### src/rtl/neuron_dot_seq_if.sv
// neuron_dot_seq_if: handshake and macc-side signal bundle for neuron_dot_seq.
//   Input stream : in_valid, in_ready, in_x, in_w
//   macc link    : macc_in0, macc_in1, macc_acc (to macc), macc_out (from macc)
//   Output stream: out_valid, out_ready, out_data
// Modports: slave = the neuron_dot_seq block, master = the surrounding environment
// (stream producer, consumer and the external macc unit).
interface neuron_dot_seq_if #(
   parameter int unsigned WIDTH = 16
);
   logic                    in_valid;
   logic                    in_ready;
   logic signed [WIDTH-1:0] in_x;
   logic signed [WIDTH-1:0] in_w;
   logic signed [WIDTH-1:0] macc_in0;
   logic signed [WIDTH-1:0] macc_in1;
   logic signed [WIDTH-1:0] macc_acc;
   logic signed [WIDTH-1:0] macc_out;
   logic                    out_valid;
   logic                    out_ready;
   logic signed [WIDTH-1:0] out_data;

   modport slave (
      input  in_valid, in_x, in_w, macc_out, out_ready,
      output in_ready, macc_in0, macc_in1, macc_acc, out_valid, out_data
   );

   modport master (
      output in_valid, in_x, in_w, macc_out, out_ready,
      input  in_ready, macc_in0, macc_in1, macc_acc, out_valid, out_data
   );
endinterface

### src/rtl/neuron_dot_seq.sv
// neuron_dot_seq: sequences LEN (activation, weight) pairs into an external
// combinational macc, accumulates its result and emits the dot product.
// Ports:
//   clk  - rising-edge clock
//   rst  - synchronous active-high reset
//   bus  - neuron_dot_seq_if.slave (input stream, macc link, output stream)
// Parameters: WIDTH (data width, signed), LEN (pairs per dot product, 2..256).
// Option: define NEURON_RELU_EN to clamp negative results to zero on write to res.
module neuron_dot_seq #(
   parameter int unsigned WIDTH = 16,
   parameter int unsigned LEN   = 8
) (
   input  logic              clk,
   input  logic              rst,
   neuron_dot_seq_if.slave   bus
);

   localparam int unsigned CNT_W = (LEN > 1) ? $clog2(LEN) : 1;
   localparam logic [CNT_W-1:0] CNT_LAST = CNT_W'(LEN - 1);

   typedef enum logic {
      ACCUM = 1'b0,
      DONE  = 1'b1
   } state_t;

   state_t                  state;
   logic signed [WIDTH-1:0] acc;
   logic signed [WIDTH-1:0] res;
   logic [CNT_W-1:0]        cnt;
   logic                    in_ready_q;
   logic                    out_valid_q;
   logic signed [WIDTH-1:0] res_next;

   // macc operands are pure wiring; macc itself lives outside this block.
   assign bus.macc_in0  = bus.in_x;
   assign bus.macc_in1  = bus.in_w;
   assign bus.macc_acc  = acc;
   assign bus.in_ready  = in_ready_q;
   assign bus.out_valid = out_valid_q;
   assign bus.out_data  = res;

   // Value captured into res on completion; acc always takes the raw sum.
   always_comb begin
      res_next = bus.macc_out;
`ifdef NEURON_RELU_EN
      if (bus.macc_out[WIDTH-1]) begin
         res_next = '0;
      end
`endif
   end

   // State machine with registered handshake outputs.
   always_ff @(posedge clk) begin
      if (rst) begin
         state       <= ACCUM;
         acc         <= '0;
         cnt         <= '0;
         res         <= '0;
         in_ready_q  <= 1'b1;
         out_valid_q <= 1'b0;
      end else begin
         case (state)
            ACCUM: begin
               if (bus.in_valid && in_ready_q) begin
                  if (cnt == CNT_LAST) begin
                     res         <= res_next;
                     acc         <= '0;
                     cnt         <= '0;
                     state       <= DONE;
                     in_ready_q  <= 1'b0;
                     out_valid_q <= 1'b1;
                  end else begin
                     acc <= bus.macc_out;
                     cnt <= cnt + CNT_W'(1);
                  end
               end
            end
            DONE: begin
               // Input is ignored here; res stays until the next completion.
               if (out_valid_q && bus.out_ready) begin
                  state       <= ACCUM;
                  in_ready_q  <= 1'b1;
                  out_valid_q <= 1'b0;
               end
            end
         endcase
      end
   end

endmodule

### src/flat_wrapper.sv
// flat-port wrapper written by rule: the top's interface ports become plain ports
module neuron_dot_seq_flat 
#(
   parameter int unsigned WIDTH = 16,
   parameter int unsigned LEN   = 8
)
  (clk, rst, bus_in_valid, bus_in_x, bus_in_w, bus_macc_out, bus_out_ready, bus_in_ready, bus_macc_in0, bus_macc_in1, bus_macc_acc, bus_out_valid, bus_out_data);
  neuron_dot_seq_if #(.WIDTH(WIDTH)) bus_i ();
  input  logic clk;
  input  logic rst;
  input wire logic [$bits(bus_i.in_valid)-1:0] bus_in_valid;
  input wire logic [$bits(bus_i.in_x)-1:0] bus_in_x;
  input wire logic [$bits(bus_i.in_w)-1:0] bus_in_w;
  input wire logic [$bits(bus_i.macc_out)-1:0] bus_macc_out;
  input wire logic [$bits(bus_i.out_ready)-1:0] bus_out_ready;
  output wire logic [$bits(bus_i.in_ready)-1:0] bus_in_ready;
  output wire logic [$bits(bus_i.macc_in0)-1:0] bus_macc_in0;
  output wire logic [$bits(bus_i.macc_in1)-1:0] bus_macc_in1;
  output wire logic [$bits(bus_i.macc_acc)-1:0] bus_macc_acc;
  output wire logic [$bits(bus_i.out_valid)-1:0] bus_out_valid;
  output wire logic [$bits(bus_i.out_data)-1:0] bus_out_data;
  assign bus_i.in_valid = bus_in_valid;
  assign bus_i.in_x = bus_in_x;
  assign bus_i.in_w = bus_in_w;
  assign bus_i.macc_out = bus_macc_out;
  assign bus_i.out_ready = bus_out_ready;
  assign bus_in_ready = bus_i.in_ready;
  assign bus_macc_in0 = bus_i.macc_in0;
  assign bus_macc_in1 = bus_i.macc_in1;
  assign bus_macc_acc = bus_i.macc_acc;
  assign bus_out_valid = bus_i.out_valid;
  assign bus_out_data = bus_i.out_data;
  neuron_dot_seq #(.WIDTH(WIDTH), .LEN(LEN)) u_core (.clk(clk), .rst(rst), .bus(bus_i));
endmodule
### config.mk
export PLATFORM = sky130hd
export DESIGN_NAME = neuron_dot_seq_flat
export DESIGN_NICKNAME = d
export VERILOG_FILES = /design/src/rtl/neuron_dot_seq_if.sv /design/src/rtl/neuron_dot_seq.sv /design/src/flat_wrapper.sv
export SDC_FILE = /design/constraint.sdc
export NUM_CORES = 1
export LEC_CHECK = 0
export BUFFER_PORTS_ARGS = -buffer_cell sky130_fd_sc_hd__buf_2
export CAP_MARGIN = 20
export CORE_MARGIN = 2
export CORE_UTILIZATION = 39
export CTS_CLUSTER_SIZE = 8
export DETAILED_ROUTE_END_ITERATION = 6
export GPL_ROUTABILITY_DRIVEN = 0
export PLACE_DENSITY = 0.82
export SLEW_MARGIN = 20
export SYNTH_ARGS = -nofsm -noshare
export SYNTH_HDL_FRONTEND = slang
export SYNTH_SLANG_ARGS = --single-unit
### constraint.sdc
create_clock -name clk -period 1.3 [get_ports clk]
set_input_delay 0.13 -clock clk [delete_from_list [all_inputs] [get_ports clk]]
set_output_delay 0.13 -clock clk [all_outputs]
set_load 0.05 [all_outputs]
* Word level (Yosys, flattened, before mapping)
Cells that the tools add are included.
Storage, ports and cells: output and inout port bits 66, memories 0, bits of input ports 52, bits in latches 0, RAM bits 0, bits in registers 38, logic and storage cells 31, ROM bits 0
Cells by class: div/mod/pow operators 0, multipliers 0, equality and inequality tests 4, $lt $le $gt $ge 0, shifts and indexed selects 0, bitwise gates (word level) 1, $add $sub $neg 1, mux-type cells 14, reduce and logical (&&, ||, !) cells 5
Operators with widths (number):
- $mux 16 | 1
- $mux 1 | 9
- $pmux 1 s2 | 3
- $reduce_and 3->1 | 2
- $ne 2x1->1 const B | 2
- $add 3x1->3 const B | 1
- $eq 3x3->1 const B | 1
- $mux 3 | 1
- $logic_and 1x1->1 | 2
- $ne 2x2->1 const B | 1
- $reduce_and 2->1 | 1
- $not 1->1 | 1

* Depth between registers and ports, before layout
Gate-level depths: netlist of run 1.
word-level depth 4, mapped depth 6, depth with buffers taken out 4

* Worst setup path after synthesis of run 1
Ideal clock, no wire load.
path type reg2reg, from reg u_core.in_ready_q, in the netlist u_core.bus.in_ready, to reg u_core.cnt[0], path buffers 1, clock period less this slack 1.488 ns, arrival time 1.368 ns, data required time 1.179 ns, slack -0.188 ns, cell stages (with the launch flop) 4, setup time 0.121 ns, cells stage by stage dfxtp_1 > and3b_1 > buf_6 > mux2_2
Between the ends: longest elaborated chain between the ends 2
Ends and longest elaborated chain:
- start, declared | line neuron_dot_seq.sv:30 | logic in_ready_q;
- start signal, assigned | line neuron_dot_seq.sv:59 | in_ready_q <= 1'b1;
- start signal, assigned | line neuron_dot_seq.sv:70 | in_ready_q <= 1'b0;
- start signal, assigned | line neuron_dot_seq.sv:82 | in_ready_q <= 1'b1;
- $logic_and 1x1->1 | line neuron_dot_seq.sv:64 | if (bus.in_valid && in_ready_q) begin
- $reduce_and 2->1 (no line)
- end signal, assigned | line neuron_dot_seq.sv:74 | cnt <= cnt + CNT_W'(1);
- end, declared | line neuron_dot_seq.sv:29 | logic [CNT_W-1:0] cnt;
Every way passes these cells. A chain may end at the register's enable or synchronous reset.

* Worst setup path in the final report of run 1
from reg u_core.cnt[0], to reg u_core.res[8], in the netlist u_core.bus.out_data[8]
Between the ends: longest elaborated chain between the ends 2
Ends and longest elaborated chain:
- $eq 3x3->1 | line neuron_dot_seq.sv:65 | if (cnt == CNT_LAST) begin
- $reduce_and 3->1 (no line)
- end signal, assigned | line neuron_dot_seq.sv:66 | res <= res_next;
- end, declared | line neuron_dot_seq.sv:28 | logic signed [WIDTH-1:0] res;
Every way passes these cells.

==> flow_summary.yaml, run 1 <==
status:
  status: "complete, but fails checks"
  violations: "setup timing"
synthesis:
  synthCells: 199
  synth_area_per_cell_sq_um: 10.17
  synthAdderAreaFrac_pct: 1.237
  synth_top_family_by_area: "simple AND/OR/NAND/NOR gates"
  synthDistinctLibCells: 22
  yosys_warnings: 0
  synthSimpleGateAreaFrac_pct: 24.92
  synth-seq-cells: 38
  syn_nets: 253
  synth-compound-area-share_pct: 2.165
  seq_area_frac_synth_pct: 37.60
  synth_xor_xnor_area_share_pct: 0
  synth_area_sq_um: 2023
  yosys-top-cells-area: "dfxtp_1 38%, mux2i_1 17%, nand2b_1 16%"
  synthMuxAreaShare_pct: 17.38
  synth.top_cell.area_share_pct: 37.60
  yosysTopAreaCell: "dfxtp_1"
timing:
  period_needed_ns: 1.422
  slew_headroom_pct: 81.23
  finalMaxSlewViolations: 0
  tightest_slew_ns: 0.2835
  period_share_pct: 109.4
  fin_skew_ns: 0.01062
  fmaxAchievable_mhz: 703.3
  fin_tns_setup_ns: -2.302
  setup_ws_ns: -0.1219
  finalSetupViolations: 30
  hold_violations: 0
  rsz0062_at_grt: "true"
detailed_routing:
  drtPass1Iterations: 4
  via_per_inst: 4.639
  routed_wl_microns: 3766
  drt_iter0_drc: 14
  dr_total_vias: 1373
  ant_nets: 0
  wl_per_cell_microns: 12.72
  route.detailed.drc: 0
floorplanning:
  rows: 26
  initial_utilization_pct: 40.12
  io_pins: 118
  coreArea_sq_um: 5042
  dieHeight_microns: 76.03
  die_w_microns: 76.03
  die_area_sq_um: 5780
setup_path:
  cp.required_ns: 1.51
  worst_setup_path_end_kind: "register"
  startpoint: "u_core.cnt[0]"
  worstSetupPathType: "register to register"
  r2r_cells: 5
  start_kind: "register"
  r2r_start: "u_core.cnt[0]"
  worstPathArrival_ns: 1.63
  rr_endpoint: "u_core.bus.out_data[8]"
  critPathMaxFanout: 14
  r2r_slack_ns: -0.12
clock_network:
  clk_pin_slew_ns: 0.08
  cts_buffer_depth: 2
  cts-htree-levels: 2
  cts_setup_buffers: 0
  insertion_delay_ns: 0.29
  cts_tree: "built"
  numCtsBuffers: 5
  root_buffer: "clkbuf_8"
  cts_sinks: 38
power:
  total_power_mw: 2.827
  irDropWorstVdd_v: 0.0006172
  leakagePower_nw: 1.039
  cellPowerDensity_nw_per_um2: 1209
grt:
  antenna_found_initial: 0
  grt_overflow: 0
  grt_pass1_vias: 1319
  grt_start_max_net_pins: 47
  track_usage_pct: 13.26
  grt_pass1_wl_microns: 6223
min_path:
  holdCritPathClass: "input port to register"
  holdPathStages: 3
  min_from: "bus_macc_out[9]"
  hold_end: "u_core.bus.out_data[9]"
cells_and_area:
  area_delta_synth_final_pct: 15.52
  diodes: 0
  layout-drive-gt1-share_pct: 37.61
  nNetsFinal: 279
  final_cells: 296
job:
  max-cap-violations: 0
placed_design:
  dp.final_hpwl_microns: 2833
  dp.cells: 288
  numPortBuffers: 53
power breakdown:
group | switching [mW] | internal (mW) | leakage [nW] | total, mW
sequential | 0.0238 | 1.20 | 0.310 | 1.23
combinational | 0.213 | 0.147 | 0.658 | 0.360
clock | 0.421 | 0.819 | 0.0714 | 1.24
total | 0.658 | 2.17 | 1.04 | 2.83
state kept, by name, summed over array words and instances, names as in the netlist:
signal,flops
u_core.bus.in_ready,1
u_core.bus.macc_acc,16
u_core.bus.out_data,16
u_core.bus.out_valid,1
u_core.cnt,3
u_core.state,1
cells by family (layout without fill, tap and decap cells):
group | after synthesis | count (layout)
AOI/OAI and AO/OA | 6 | 6
adders and majority gates | 2 | 2
buffers and inverters | 45 | 72
DFF | 38 | 38
muxes | 35 | 35
and+or+nand+nor | 73 | 73
through the flow:
step / utilization, % / setup slack [ns] / area, sq um / hold WS (ns)
global placement: 43.37 / -0.04306 / 2187 / 0.2603
finish: 46.35 / -0.1219 / 2337 / 0.1050
detailed placement: 43.37 / -0.1346 / 2187 / 0.2603
global route: 46.35 / -0.2008 / 2337 / 0.1023
CTS: 46.20 / -0.1514 / 2330 / 0.09253
floorplan: - / -0.02493 / 2062 / 0.2848
cell usage after synthesis:
library cell / n
ha_1: 2
and3b_1: 1
buf_12: 1
nor2b_1: 1
mux2i_1: 34
clkbuf_2: 1
buf_6: 4
clkbuf_1: 6
nand4b_1: 1
dfxtp_1: 38
and4b_1: 1
buf_4: 32
buf_2: 1
or3b_2: 2
o21bai_1: 1
nand2b_1: 52
a31oi_1: 1
nor3_1: 1
mux2_2: 1
or3b_1: 14
a21oi_1: 2
a21bo_2: 2
worst max-delay path by stage:
stage,endpoint,slack (ns),depth (start not counted)
after floorplan,u_core.bus.out_data[10],-0.02,6
after global placement,u_core.bus.macc_acc[2],-0.04,5
after detailed placement,u_core.bus.out_data[7],-0.13,5
after CTS,u_core.bus.out_data[8],-0.15,5
after global routing,u_core.bus.out_data[10],-0.20,5
final,u_core.bus.out_data[8],-0.12,5
metal layers:
metal | part of all wire [%] | global-route usage, % | up-vias
met2 | 49 | 23.30 | 39
met5 | 0 | 0 | -
met1 | 44 | 14.83 | 636
met3 | 5.0 | 4.147 | 17
met4 | 2.0 | 5.636 | 0
li1 | - | - | 681
worst max-delay path, cell delays in order, from the launching register on:
cell	delay, ns
dfxtp_2	0.36
ha_4	0.13
ha_4	0.19
and4b_2	0.28
buf_12	0.17
mux2i_1	0.21
cell type report:
type / instances / area (sq um)
sequential: 38 / 764.5
multi-input combinational: 116 / 957.2
clock inverter: 2 / 60.06
fill: 482 / 2705
timing repair buffer: 64 / 385.4
clock buffer: 6 / 82.58
tap: 70 / 87.58
placed cells by master, fill, tap and decap left out:
master,instances
a21bo_2,2
a21oi_1,1
a21oi_2,1
a31oi_1,1
and3b_1,1
and4b_2,1
buf_12,3
buf_2,53
buf_4,8
bufinv_16,2
clkbuf_8,6
dfxtp_1,35
dfxtp_2,3
ha_4,2
mux2_2,1
mux2i_1,34
nand2b_1,52
nand4b_1,1
nor2b_1,1
nor3_1,1
o21bai_1,1
or3b_1,13
or3b_2,2
or3b_4,1
what timing repair did:
action / CTS / global route
gates resized for setup: 0 / 3
endpoints found under the setup margin: 30 / 34
pin swaps: 1 / 0
hold buffers: 0 / 0
No activity file was read; power rests on OpenSTA's default activity.
==> run 2: changes to the inputs <==
--- a/config.mk
+++ b/config.mk
@@ -13,6 +13,7 @@
 export DETAILED_ROUTE_END_ITERATION = 6
 export GPL_ROUTABILITY_DRIVEN = 0
 export PLACE_DENSITY = 0.82
+export SKIP_CTS_REPAIR_TIMING = 1
 export SLEW_MARGIN = 20
 export SYNTH_ARGS = -nofsm -noshare
 export SYNTH_HDL_FRONTEND = slang
==> flow_summary.yaml, run 2 (synthesized netlist as in run 1, its figures left out) <==
clock_network:
  cts_sinks: 38
  cts_tree: "built"
  numCtsBuffers: 5
  cts_buffer_depth: 2
  root_buffer: "clkbuf_8"
  clk_pin_slew_ns: 0.08
  insertion_delay_ns: 0.29
  cts-htree-levels: 2
timing:
  finalMaxSlewViolations: 0
  rsz0062_at_grt: "true"
  setup_ws_ns: -0.1165
  slew_headroom_pct: 81.19
  tightest_slew_ns: 0.2841
  period_share_pct: 109.0
  fin_skew_ns: 0.01098
  finalSetupViolations: 32
  fmaxAchievable_mhz: 706.0
  period_needed_ns: 1.417
  hold_slack_ns: 0.1013
  hold_violations: 0
min_path:
  min_from: "bus_macc_out[13]"
  hold_end: "u_core.bus.out_data[13]"
  holdCritPathClass: "input port to register"
  holdPathStages: 3
setup_path:
  crit_top_cell: "ha_4"
  crit_family: "flip-flops"
  rr_endpoint: "u_core.bus.out_data[8]"
  crit_path_max_incr_delay_ns: 0.36
  critPathSlowestCell: "dfxtp_2"
  worstPathArrival_ns: 1.63
  critPathMaxFanout: 10
  crit_buf_inv: 1
  cp.required_ns: 1.51
  worst_setup_path_end_kind: "register"
  start_kind: "register"
  startpoint: "u_core.cnt[0]"
  worstSetupPathType: "register to register"
  r2r_slack_ns: -0.12
  r2r_start: "u_core.cnt[0]"
  r2r_cells: 5
  path_cells: "ha_4 > ha_4 > and4b_2 > buf_12 > mux2i_1"
detailed_routing:
  dr_total_vias: 1378
  drt_iter0_drc: 31
  route.detailed.drc: 0
  routed_wl_microns: 3863
  ant_nets: 0
  wl_per_cell_microns: 12.96
  drtPass1Iterations: 4
  via_per_inst: 4.624
grt:
  antenna_found_initial: 0
  grt_overflow: 0
  grt_pass1_wl_microns: 6223
  grt_start_max_net_pins: 47
  grt_pass1_vias: 1320
  track_usage_pct: 13.26
status:
  status: "complete, but fails checks"
  violations: "setup timing"
job:
  max-cap-violations: 0
cells_and_area:
  n_fill_cell: 478
  final_util_pct: 46.92
  final_common_cell: "buf_2"
  layout-drive-gt1-share_pct: 37.72
  final_cell_mix: "53 x buf_2, 52 x nand2b_1, 35 x dfxtp_1"
  diodes: 0
  nNetsFinal: 281
  area_delta_synth_final_pct: 16.95
floorplanning:
  initial_utilization_pct: 40.12
  die_w_microns: 76.03
  rows: 26
  dieHeight_microns: 76.03
  die_area_sq_um: 5780
  coreArea_sq_um: 5042
  io_pins: 118
placed_design:
  numPortBuffers: 53
  dp.final_hpwl_microns: 2833
power:
  cellPowerDensity_nw_per_um2: 1194
  total_power_mw: 2.826
  irDropWorstVdd_v: 0.0006166
  leakagePower_nw: 1.055
-- run 2: cell type report --
cell class                      instances  area [sq um]  area share [%]
Clock inverter                          2         60.06           2.538
Tap cell                               70         87.58           3.702
Clock buffer                            6         82.58           3.490
Multi-Input combinational cell        116         953.4           40.30
Timing Repair Buffer                   66         417.9           17.66
Sequential cell                        38         764.5           32.31
-- run 2: worst register-to-register path: stages, from the launching register on --
cell and delay (ns):
dfxtp_2 0.36, ha_4 0.14, ha_4 0.18, and4b_2 0.31, buf_12 0.15, mux2i_1 0.20
-- run 2: where the power goes --
group | internal, mW | switching (mW) | total [mW]
clock network | 0.819 | 0.420 | 1.24
registers | 1.20 | 0.0237 | 1.23
logic | 0.147 | 0.213 | 0.360
total | 2.17 | 0.657 | 2.83
-- run 2: metrics by stage --
| stage | cell area (sq um) | worst slack, ns | setup TNS (ns) | std cells |
|---|---|---|---|---|
| final | 2366 | -0.1165 | -2.746 | 298 |
| after floorplan | 2062 | -0.02493 | -0.2265 | 199 |
| after global routing | 2366 | -0.1906 | -4.812 | 298 |
| after CTS | 2330 | -0.1545 | -3.050 | 296 |
| after global placement | 2187 | -0.04306 | -0.9581 | 288 |
| after detailed placement | 2187 | -0.1346 | -2.307 | 288 |
-- run 2: worst max path at each step --
| stage | to | cells after the start | slack, ns |
|---|---|---|---|
| after floorplan | u_core.bus.out_data[10] | 6 | -0.02 |
| after global placement | u_core.bus.macc_acc[2] | 5 | -0.04 |
| after detailed placement | u_core.bus.out_data[7] | 5 | -0.13 |
| after CTS | u_core.bus.out_data[8] | 5 | -0.15 |
| after global routing | u_core.bus.out_data[1] | 5 | -0.19 |
| final | u_core.bus.out_data[8] | 5 | -0.12 |
-- run 2: routing by layer --
metal	global-route usage, %	share of wire, %
met5	0	0
met4	5.636	2.0
met3	4.147	5.0
met2	23.48	51
met1	14.68	42
